File: src/rtl/riscv_pkg.sv
// rtl/riscv_pkg.sv - shared pipeline-control types, defaults and helpers
package riscv_pkg;

    typedef enum logic [2:0] {
        ST_RUN      = 3'd0,
        ST_MEM_WAIT = 3'd1,
        ST_HALTING  = 3'd2,
        ST_HALTED   = 3'd3,
        ST_STEP     = 3'd4
    } hz_state_e;

    localparam int DRAIN_CYCLES_DEFAULT = 3;

    function automatic logic is_mispredict(input logic branch, input logic taken,
                                           input logic predict, input logic jalr);
        return (branch & (taken ^ predict)) | jalr;
    endfunction

endpackage

File: src/rtl/hazard_ctrl_if.sv
// rtl/hazard_ctrl_if.sv - pipeline <-> hazard controller signal bundle
interface hazard_ctrl_if;

    logic        load_use_hazard;
    logic        branch_EX;
    logic        taken_EX;
    logic        predict_EX;
    logic        jalr_EX;
    logic [31:0] target_EX;
    logic [31:0] pc_4_EX;
    logic        mem_busy;
    logic        dbg_halt_req;
    logic        dbg_step;

    logic        stall_PC;
    logic        stall_IF;
    logic        flush_IF;
    logic        flush_ID;
    logic        redirect_valid;
    logic [31:0] redirect_pc;
    logic        halted;
    logic [2:0]  state;
    logic [31:0] stall_cnt;
    logic [31:0] flush_cnt;

    modport master (
        output load_use_hazard, branch_EX, taken_EX, predict_EX, jalr_EX,
               target_EX, pc_4_EX, mem_busy, dbg_halt_req, dbg_step,
        input  stall_PC, stall_IF, flush_IF, flush_ID, redirect_valid,
               redirect_pc, halted, state, stall_cnt, flush_cnt
    );

    modport slave (
        input  load_use_hazard, branch_EX, taken_EX, predict_EX, jalr_EX,
               target_EX, pc_4_EX, mem_busy, dbg_halt_req, dbg_step,
        output stall_PC, stall_IF, flush_IF, flush_ID, redirect_valid,
               redirect_pc, halted, state, stall_cnt, flush_cnt
    );

endinterface

File: src/rtl/perf_counter.sv
// rtl/perf_counter.sv - 32-bit wrapping event counter with enable and sync clear
module perf_counter (
    input  logic        clk,
    input  logic        clr,
    input  logic        en,
    output logic [31:0] count
);

    always_ff @(posedge clk) begin
        if (clr) begin
            count <= '0;
        end else if (en) begin
            count <= count + 32'd1;
        end
    end

endmodule

File: src/rtl/hazard_ctrl.sv
// rtl/hazard_ctrl.sv - stall/flush/redirect/debug-halt controller; HAZARD_PERF_CNT_EN adds perf counters
module hazard_ctrl
    import riscv_pkg::*;
#(
    parameter int DRAIN_CYCLES = DRAIN_CYCLES_DEFAULT
) (
    input  logic         clk,
    input  logic         rst,
    hazard_ctrl_if.slave hz
);

    localparam logic [3:0] DRAIN_RELOAD = 4'(DRAIN_CYCLES - 1);

    hz_state_e  state_q, state_d;
    logic [3:0] drain_q, drain_d;
    logic       mispredict;
    logic       stall_pc, stall_if, flush_if, flush_id, redirect;
    logic       halted;

    assign mispredict = is_mispredict(hz.branch_EX, hz.taken_EX, hz.predict_EX, hz.jalr_EX);

    always_ff @(posedge clk) begin
        if (rst) begin
            state_q <= ST_RUN;
            drain_q <= '0;
        end else begin
            state_q <= state_d;
            drain_q <= drain_d;
        end
    end

    always_comb begin
        state_d  = state_q;
        drain_d  = drain_q;
        stall_pc = 1'b0;
        stall_if = 1'b0;
        flush_if = 1'b0;
        flush_id = 1'b0;
        redirect = 1'b0;
        unique case (state_q)
            ST_RUN: begin
                if (hz.mem_busy) begin
                    stall_pc = 1'b1;
                    stall_if = 1'b1;
                    state_d  = ST_MEM_WAIT;
                end else if (mispredict) begin
                    redirect = 1'b1;
                    flush_if = 1'b1;
                    flush_id = 1'b1;
                end else if (hz.load_use_hazard) begin
                    stall_pc = 1'b1;
                    stall_if = 1'b1;
                    flush_id = 1'b1;
                end else if (hz.dbg_halt_req) begin
                    state_d = ST_HALTING;
                    drain_d = DRAIN_RELOAD;
                end
            end
            // One extra frozen cycle after memory recovers; a pending redirect is taken back in RUN.
            ST_MEM_WAIT: begin
                stall_pc = 1'b1;
                stall_if = 1'b1;
                if (!hz.mem_busy) begin
                    state_d = ST_RUN;
                end
            end
            ST_HALTING: begin
                if (hz.mem_busy) begin
                    stall_pc = 1'b1;
                    stall_if = 1'b1;
                end else if (mispredict) begin
                    redirect = 1'b1;
                    flush_if = 1'b1;
                    flush_id = 1'b1;
                    drain_d  = DRAIN_RELOAD;
                end else begin
                    stall_pc = 1'b1;
                    flush_if = 1'b1;
                    if (drain_q == 4'd0) begin
                        state_d = ST_HALTED;
                    end else begin
                        drain_d = drain_q - 4'd1;
                    end
                end
            end
            ST_HALTED: begin
                stall_pc = 1'b1;
                stall_if = 1'b1;
                if (!hz.dbg_halt_req) begin
                    state_d = ST_RUN;
                end else if (hz.dbg_step) begin
                    state_d = ST_STEP;
                end
            end
            ST_STEP: begin
                if (hz.mem_busy) begin
                    stall_pc = 1'b1;
                    stall_if = 1'b1;
                end else begin
                    state_d = ST_HALTING;
                    drain_d = DRAIN_RELOAD;
                end
            end
            default: begin
                state_d = ST_RUN;
                drain_d = '0;
            end
        endcase
    end

    assign halted            = (state_q == ST_HALTED);
    assign hz.halted         = halted;
    assign hz.state          = state_q;
    assign hz.stall_PC       = stall_pc;
    assign hz.stall_IF       = stall_if;
    assign hz.flush_IF       = flush_if;
    assign hz.flush_ID       = flush_id;
    assign hz.redirect_valid = redirect;
    assign hz.redirect_pc    = !redirect ? 32'h0 :
                               (hz.jalr_EX || hz.taken_EX) ? hz.target_EX : hz.pc_4_EX;

`ifdef HAZARD_PERF_CNT_EN
    perf_counter u_stall_cnt (
        .clk   (clk),
        .clr   (rst),
        .en    (stall_pc & ~halted),
        .count (hz.stall_cnt)
    );

    perf_counter u_flush_cnt (
        .clk   (clk),
        .clr   (rst),
        .en    (flush_id & ~halted),
        .count (hz.flush_cnt)
    );
`else
    assign hz.stall_cnt = 32'h0;
    assign hz.flush_cnt = 32'h0;
`endif

endmodule
File: src/flat_wrapper.sv
// flat-port wrapper written by rule: the top's interface ports become plain ports
module hazard_ctrl_flat import riscv_pkg::*;
#(
    parameter int DRAIN_CYCLES = DRAIN_CYCLES_DEFAULT
)
  (clk, rst, hz_load_use_hazard, hz_branch_EX, hz_taken_EX, hz_predict_EX, hz_jalr_EX, hz_target_EX, hz_pc_4_EX, hz_mem_busy, hz_dbg_halt_req, hz_dbg_step, hz_stall_PC, hz_stall_IF, hz_flush_IF, hz_flush_ID, hz_redirect_valid, hz_redirect_pc, hz_halted, hz_state, hz_stall_cnt, hz_flush_cnt);
  hazard_ctrl_if hz_i ();
  input  logic clk;
  input  logic rst;
  input wire logic [$bits(hz_i.load_use_hazard)-1:0] hz_load_use_hazard;
  input wire logic [$bits(hz_i.branch_EX)-1:0] hz_branch_EX;
  input wire logic [$bits(hz_i.taken_EX)-1:0] hz_taken_EX;
  input wire logic [$bits(hz_i.predict_EX)-1:0] hz_predict_EX;
  input wire logic [$bits(hz_i.jalr_EX)-1:0] hz_jalr_EX;
  input wire logic [$bits(hz_i.target_EX)-1:0] hz_target_EX;
  input wire logic [$bits(hz_i.pc_4_EX)-1:0] hz_pc_4_EX;
  input wire logic [$bits(hz_i.mem_busy)-1:0] hz_mem_busy;
  input wire logic [$bits(hz_i.dbg_halt_req)-1:0] hz_dbg_halt_req;
  input wire logic [$bits(hz_i.dbg_step)-1:0] hz_dbg_step;
  output wire logic [$bits(hz_i.stall_PC)-1:0] hz_stall_PC;
  output wire logic [$bits(hz_i.stall_IF)-1:0] hz_stall_IF;
  output wire logic [$bits(hz_i.flush_IF)-1:0] hz_flush_IF;
  output wire logic [$bits(hz_i.flush_ID)-1:0] hz_flush_ID;
  output wire logic [$bits(hz_i.redirect_valid)-1:0] hz_redirect_valid;
  output wire logic [$bits(hz_i.redirect_pc)-1:0] hz_redirect_pc;
  output wire logic [$bits(hz_i.halted)-1:0] hz_halted;
  output wire logic [$bits(hz_i.state)-1:0] hz_state;
  output wire logic [$bits(hz_i.stall_cnt)-1:0] hz_stall_cnt;
  output wire logic [$bits(hz_i.flush_cnt)-1:0] hz_flush_cnt;
  assign hz_i.load_use_hazard = hz_load_use_hazard;
  assign hz_i.branch_EX = hz_branch_EX;
  assign hz_i.taken_EX = hz_taken_EX;
  assign hz_i.predict_EX = hz_predict_EX;
  assign hz_i.jalr_EX = hz_jalr_EX;
  assign hz_i.target_EX = hz_target_EX;
  assign hz_i.pc_4_EX = hz_pc_4_EX;
  assign hz_i.mem_busy = hz_mem_busy;
  assign hz_i.dbg_halt_req = hz_dbg_halt_req;
  assign hz_i.dbg_step = hz_dbg_step;
  assign hz_stall_PC = hz_i.stall_PC;
  assign hz_stall_IF = hz_i.stall_IF;
  assign hz_flush_IF = hz_i.flush_IF;
  assign hz_flush_ID = hz_i.flush_ID;
  assign hz_redirect_valid = hz_i.redirect_valid;
  assign hz_redirect_pc = hz_i.redirect_pc;
  assign hz_halted = hz_i.halted;
  assign hz_state = hz_i.state;
  assign hz_stall_cnt = hz_i.stall_cnt;
  assign hz_flush_cnt = hz_i.flush_cnt;
  hazard_ctrl #(.DRAIN_CYCLES(DRAIN_CYCLES)) u_core (.clk(clk), .rst(rst), .hz(hz_i));
endmodule
File: config.mk
export PLATFORM = sky130hd
export DESIGN_NAME = hazard_ctrl_flat
export DESIGN_NICKNAME = d
export VERILOG_FILES = /design/src/rtl/riscv_pkg.sv /design/src/rtl/hazard_ctrl_if.sv /design/src/rtl/perf_counter.sv /design/src/rtl/hazard_ctrl.sv /design/src/flat_wrapper.sv
export SDC_FILE = /design/constraint.sdc
export NUM_CORES = 1
export LEC_CHECK = 0
export CORE_MARGIN = 1
export CORE_UTILIZATION = 29
export CTS_CLUSTER_SIZE = 30
export DETAILED_ROUTE_END_ITERATION = 10
export GPL_TIMING_DRIVEN = 0
export MAX_ROUTING_LAYER = met4
export PLACE_DENSITY_LB_ADDON = 0.08
export SETUP_SLACK_MARGIN = 0.1
export SYNTH_ARGS = -nofsm -noshare
export SYNTH_HDL_FRONTEND = slang
export SYNTH_SLANG_ARGS = --single-unit
File: constraint.sdc
create_clock -name clk -period 2.09 [get_ports clk]
set_input_delay 0.418 -clock clk [delete_from_list [all_inputs] [get_ports clk]]
set_output_delay 0.418 -clock clk [all_outputs]
set_load 0.01 [all_outputs]
==> flow_summary.json, run 1 <==
{
  "status": "finished with violations",
  "violations": "setup timing",
  "wirelength_um": 6240,
  "crit_type": "primary input to output port",
  "synth_commonest_cells": "nand2_1, buf_4, a21oi_2",
  "path_max_fanout": 10,
  "drtIter0Drc": 57,
  "maxCapViolCount": 0,
  "synthFlopType": "dfxtp_1",
  "dp_hpwl_um": 4870,
  "diodes": 0,
  "core_area_um2": 5540,
  "ctsRootBufferMaster": "clkbuf_8",
  "min_path_type": "flip-flop to flip-flop",
  "die_h_um": 78.1,
  "grt_usage": 0.193,
  "rows": 27,
  "syn-cell-area_um2": 1680,
  "worstMarginPinSlew_ns": 0.587,
  "layout.nets": 520,
  "antenna_found_initial": 0,
  "cts_tree": "built",
  "synth_area_leader_cell": "buf_4",
  "seq_area_um2": 146,
  "hold_violations": 0,
  "rsz0062_at_grt": "true",
  "cts_max_path_buffers": 2,
  "drtAntennaViolNets": 0,
  "cts_num_sinks": 7,
  "fin_crit_ns": 2.22,
  "tns_ns": -3.16,
  "grt_max_degree": 11,
  "synthDominantCellAreaShare": 0.286,
  "die_w_um": 78.1,
  "synth_edf_count": 0,
  "hold_ws_ns": 0.499,
  "cts.htree.levels": 1,
  "max_freq_ghz": 0.451,
  "syn2layout_area_growth_pct": 94.7,
  "fin_ws_ns": -0.127,
  "slew_viol_final": 0,
  "worstRegToRegCells": 6,
  "fp.dieArea_um2": 6090,
  "gp_congestion": 0.825,
  "viasPerCell": 4.16,
  "dpl.cell_count": 498,
  "firstDrtPassIters": 4,
  "async_flop_share": 0,
  "grt_pass1_vias": 1810,
  "min_from": "u_core.drain_q[3]",
  "start_kind": "primary input",
  "overflow": 0,
  "initial_core_util": 0.303,
  "ys_warn_count": 0,
  "grt_pass1_wl_um": 9310,
  "fin_worst_skew_ns": 0.00160,
  "slew_headroom": 0.599,
  "critPathLaunch": "hz_taken_EX",
  "fillerInstances": 557,
  "whs_path_depth": 2,
  "netlist_top_cells_area": "buf_4, a21oi_2, nand2_1",
  "io_buffers": 113,
  "io_pins": 179,
  "ys_ff_latch": 7,
  "setup_viol": 32,
  "wire_per_inst_um": 12.1,
  "syn_avg_cell_area_um2": 6.71,
  "power.density_nw_per_um2": 447,
  "multi_input_area_um2": 1250,
  "finalCritPeriodShare": 1.06,
  "route.vias.total": 2144,
  "seq_area_frac_synth": 0.0835,
  "drc": 0,
  "max-vdd-ir-drop_mv": 0.547,
  "crit_required_ns": 1.67,
  "clk_latency_ns": 0.23,
  "path_clk_slew_ns": 0.04,
  "instances_no_fill": 515,
  "synthDistinctLibCells": 43,
  "place_area_um2": 3150,
  "worstPathArrival_ns": 1.80,
  "regToRegStartpoint": "u_core.hz.state[2]",
  "fin_area_um2": 3270,
  "end_kind": "output port",
  "drive_above_1_share": 0.413,
  "p_leak_nw": 1.67,
  "numCtsBuffers": 3,
  "r2r_slack_ns": 0.15,
  "yosysMostFrequentCell": "nand2_1",
  "syn_inst": 250
}
worst max-delay path, stage by stage:
cell     delay (ns)
buf_8          0.11
xor2_4         0.20
a21oi_4        0.09
or4_4          0.43
buf_8          0.16
buf_8          0.15
a21oi_2        0.09
buf_2          0.15
report_power, final:
group	switching, mW	internal [mW]
Clock	0.0611	0.132
Combinational	0.508	0.579
Sequential	0.0255	0.155
Total	0.594	0.866
metal layers:
metal	global-route usage	part of all wire	routed length (µm)	vias up
met5	-	0	0	-
met2	0.351	0.52	3250	101
met3	0.0279	0.078	487	5
met4	0.0296	0.0082	51	0
li1	-	-	-	1098
met1	0.230	0.39	2460	940
sequential cells by signal, indices dropped and copies added, names as in the netlist:
| signal | count |
|---|---|
| u_core.drain_q | 4 |
| u_core.hz.state | 3 |
layout by cell type, fill, tap and decap left out, types with 2 or more instances in the layout:
cell	netlist	layout
a2111oi_0	5	2
a2111oi_2	1	2
a21oi_1	5	5
a21oi_2	30	29
buf_12	0	2
buf_2	1	35
buf_4	64	78
buf_6	3	2
buf_8	0	4
clkbuf_1	11	2
clkbuf_2	0	7
clkbuf_8	0	4
clkdlybuf4s50_1	0	68
conb_1	1	64
dfxtp_1	7	4
dfxtp_2	0	2
dlygate4sd2_1	0	2
dlymetal6s2s_1	0	2
ha_1	2	2
inv_1	5	4
nand2_1	67	67
nand2b_1	4	4
nand3_1	3	3
nor2_1	7	5
nor2_2	0	2
nor4_1	2	2
o21a_1	2	2
o21ai_0	4	3
o21ai_1	1	2
or3b_1	3	2
cell families after synthesis:
family | synth area share
other | 0.00223
AOI/OAI and AO/OA | 0.294
muxes | 0.00597
buffers and inverters | 0.347
adders and majority gates | 0.0149
and+or+nand+nor | 0.242
xor gates and xnor gates | 0.00970
DFF | 0.0835
path summary, 6_finish.rpt:
kind / end
setup / recovery: hz_redirect_pc[4]
hold reg to reg: u_core.drain_q[3]
setup reg to reg: u_core.drain_q[2]
hold / removal: u_core.drain_q[3]
per-stage QoR:
stage	power, mW	util	setup slack, ns
after floorplan	0.730	-	0.111
after global placement	1.14	0.568	-1.13
after detailed placement	1.14	0.568	-1.14
after CTS	1.38	0.579	-0.137
after global routing	1.55	0.590	-0.193
final	1.46	0.590	-0.127
what timing repair did:
action,in CTS,in global routing
gates cloned,1,0
endpoints found under the setup margin,42,41
hold buffers,0,0
pin swaps,2,0
hold endpoints to repair,0,0
resized for setup,199,18
setup buffers,9,4
final cells by class:
| type | count | area share |
|---|---|---|
| multi-input combinational | 221 | 0.384 |
| timing repair buffer | 127 | 0.331 |
| buffer | 78 | 0.191 |
| sequential | 7 | 0.0448 |
| tap | 72 | 0.0276 |
| clock buffer | 4 | 0.0138 |
| inverter | 6 | 0.00804 |
Note: power is estimated with default switching activity, not from simulation.
==> run 2: changes to the inputs <==
--- a/config.mk
+++ b/config.mk
@@ -13,6 +13,7 @@
 export MAX_ROUTING_LAYER = met4
 export PLACE_DENSITY_LB_ADDON = 0.08
 export SETUP_SLACK_MARGIN = 0.1
+export SLEW_MARGIN = 15
 export SYNTH_ARGS = -nofsm -noshare
 export SYNTH_HDL_FRONTEND = slang
 export SYNTH_SLANG_ARGS = --single-unit
==> results of run 2 <==
Same layout as run 1: the final DEF is identical, and so are final timing and power.
==> run 3: changes to the inputs <==
--- a/config.mk
+++ b/config.mk
@@ -5,6 +5,7 @@
 export SDC_FILE = /design/constraint.sdc
 export NUM_CORES = 1
 export LEC_CHECK = 0
+export ABC_CLOCK_PERIOD_IN_PS = 2090
 export CORE_MARGIN = 1
 export CORE_UTILIZATION = 29
 export CTS_CLUSTER_SIZE = 30
==> results of run 3 <==
Same layout as run 1: the final DEF is identical, and so are final timing and power.
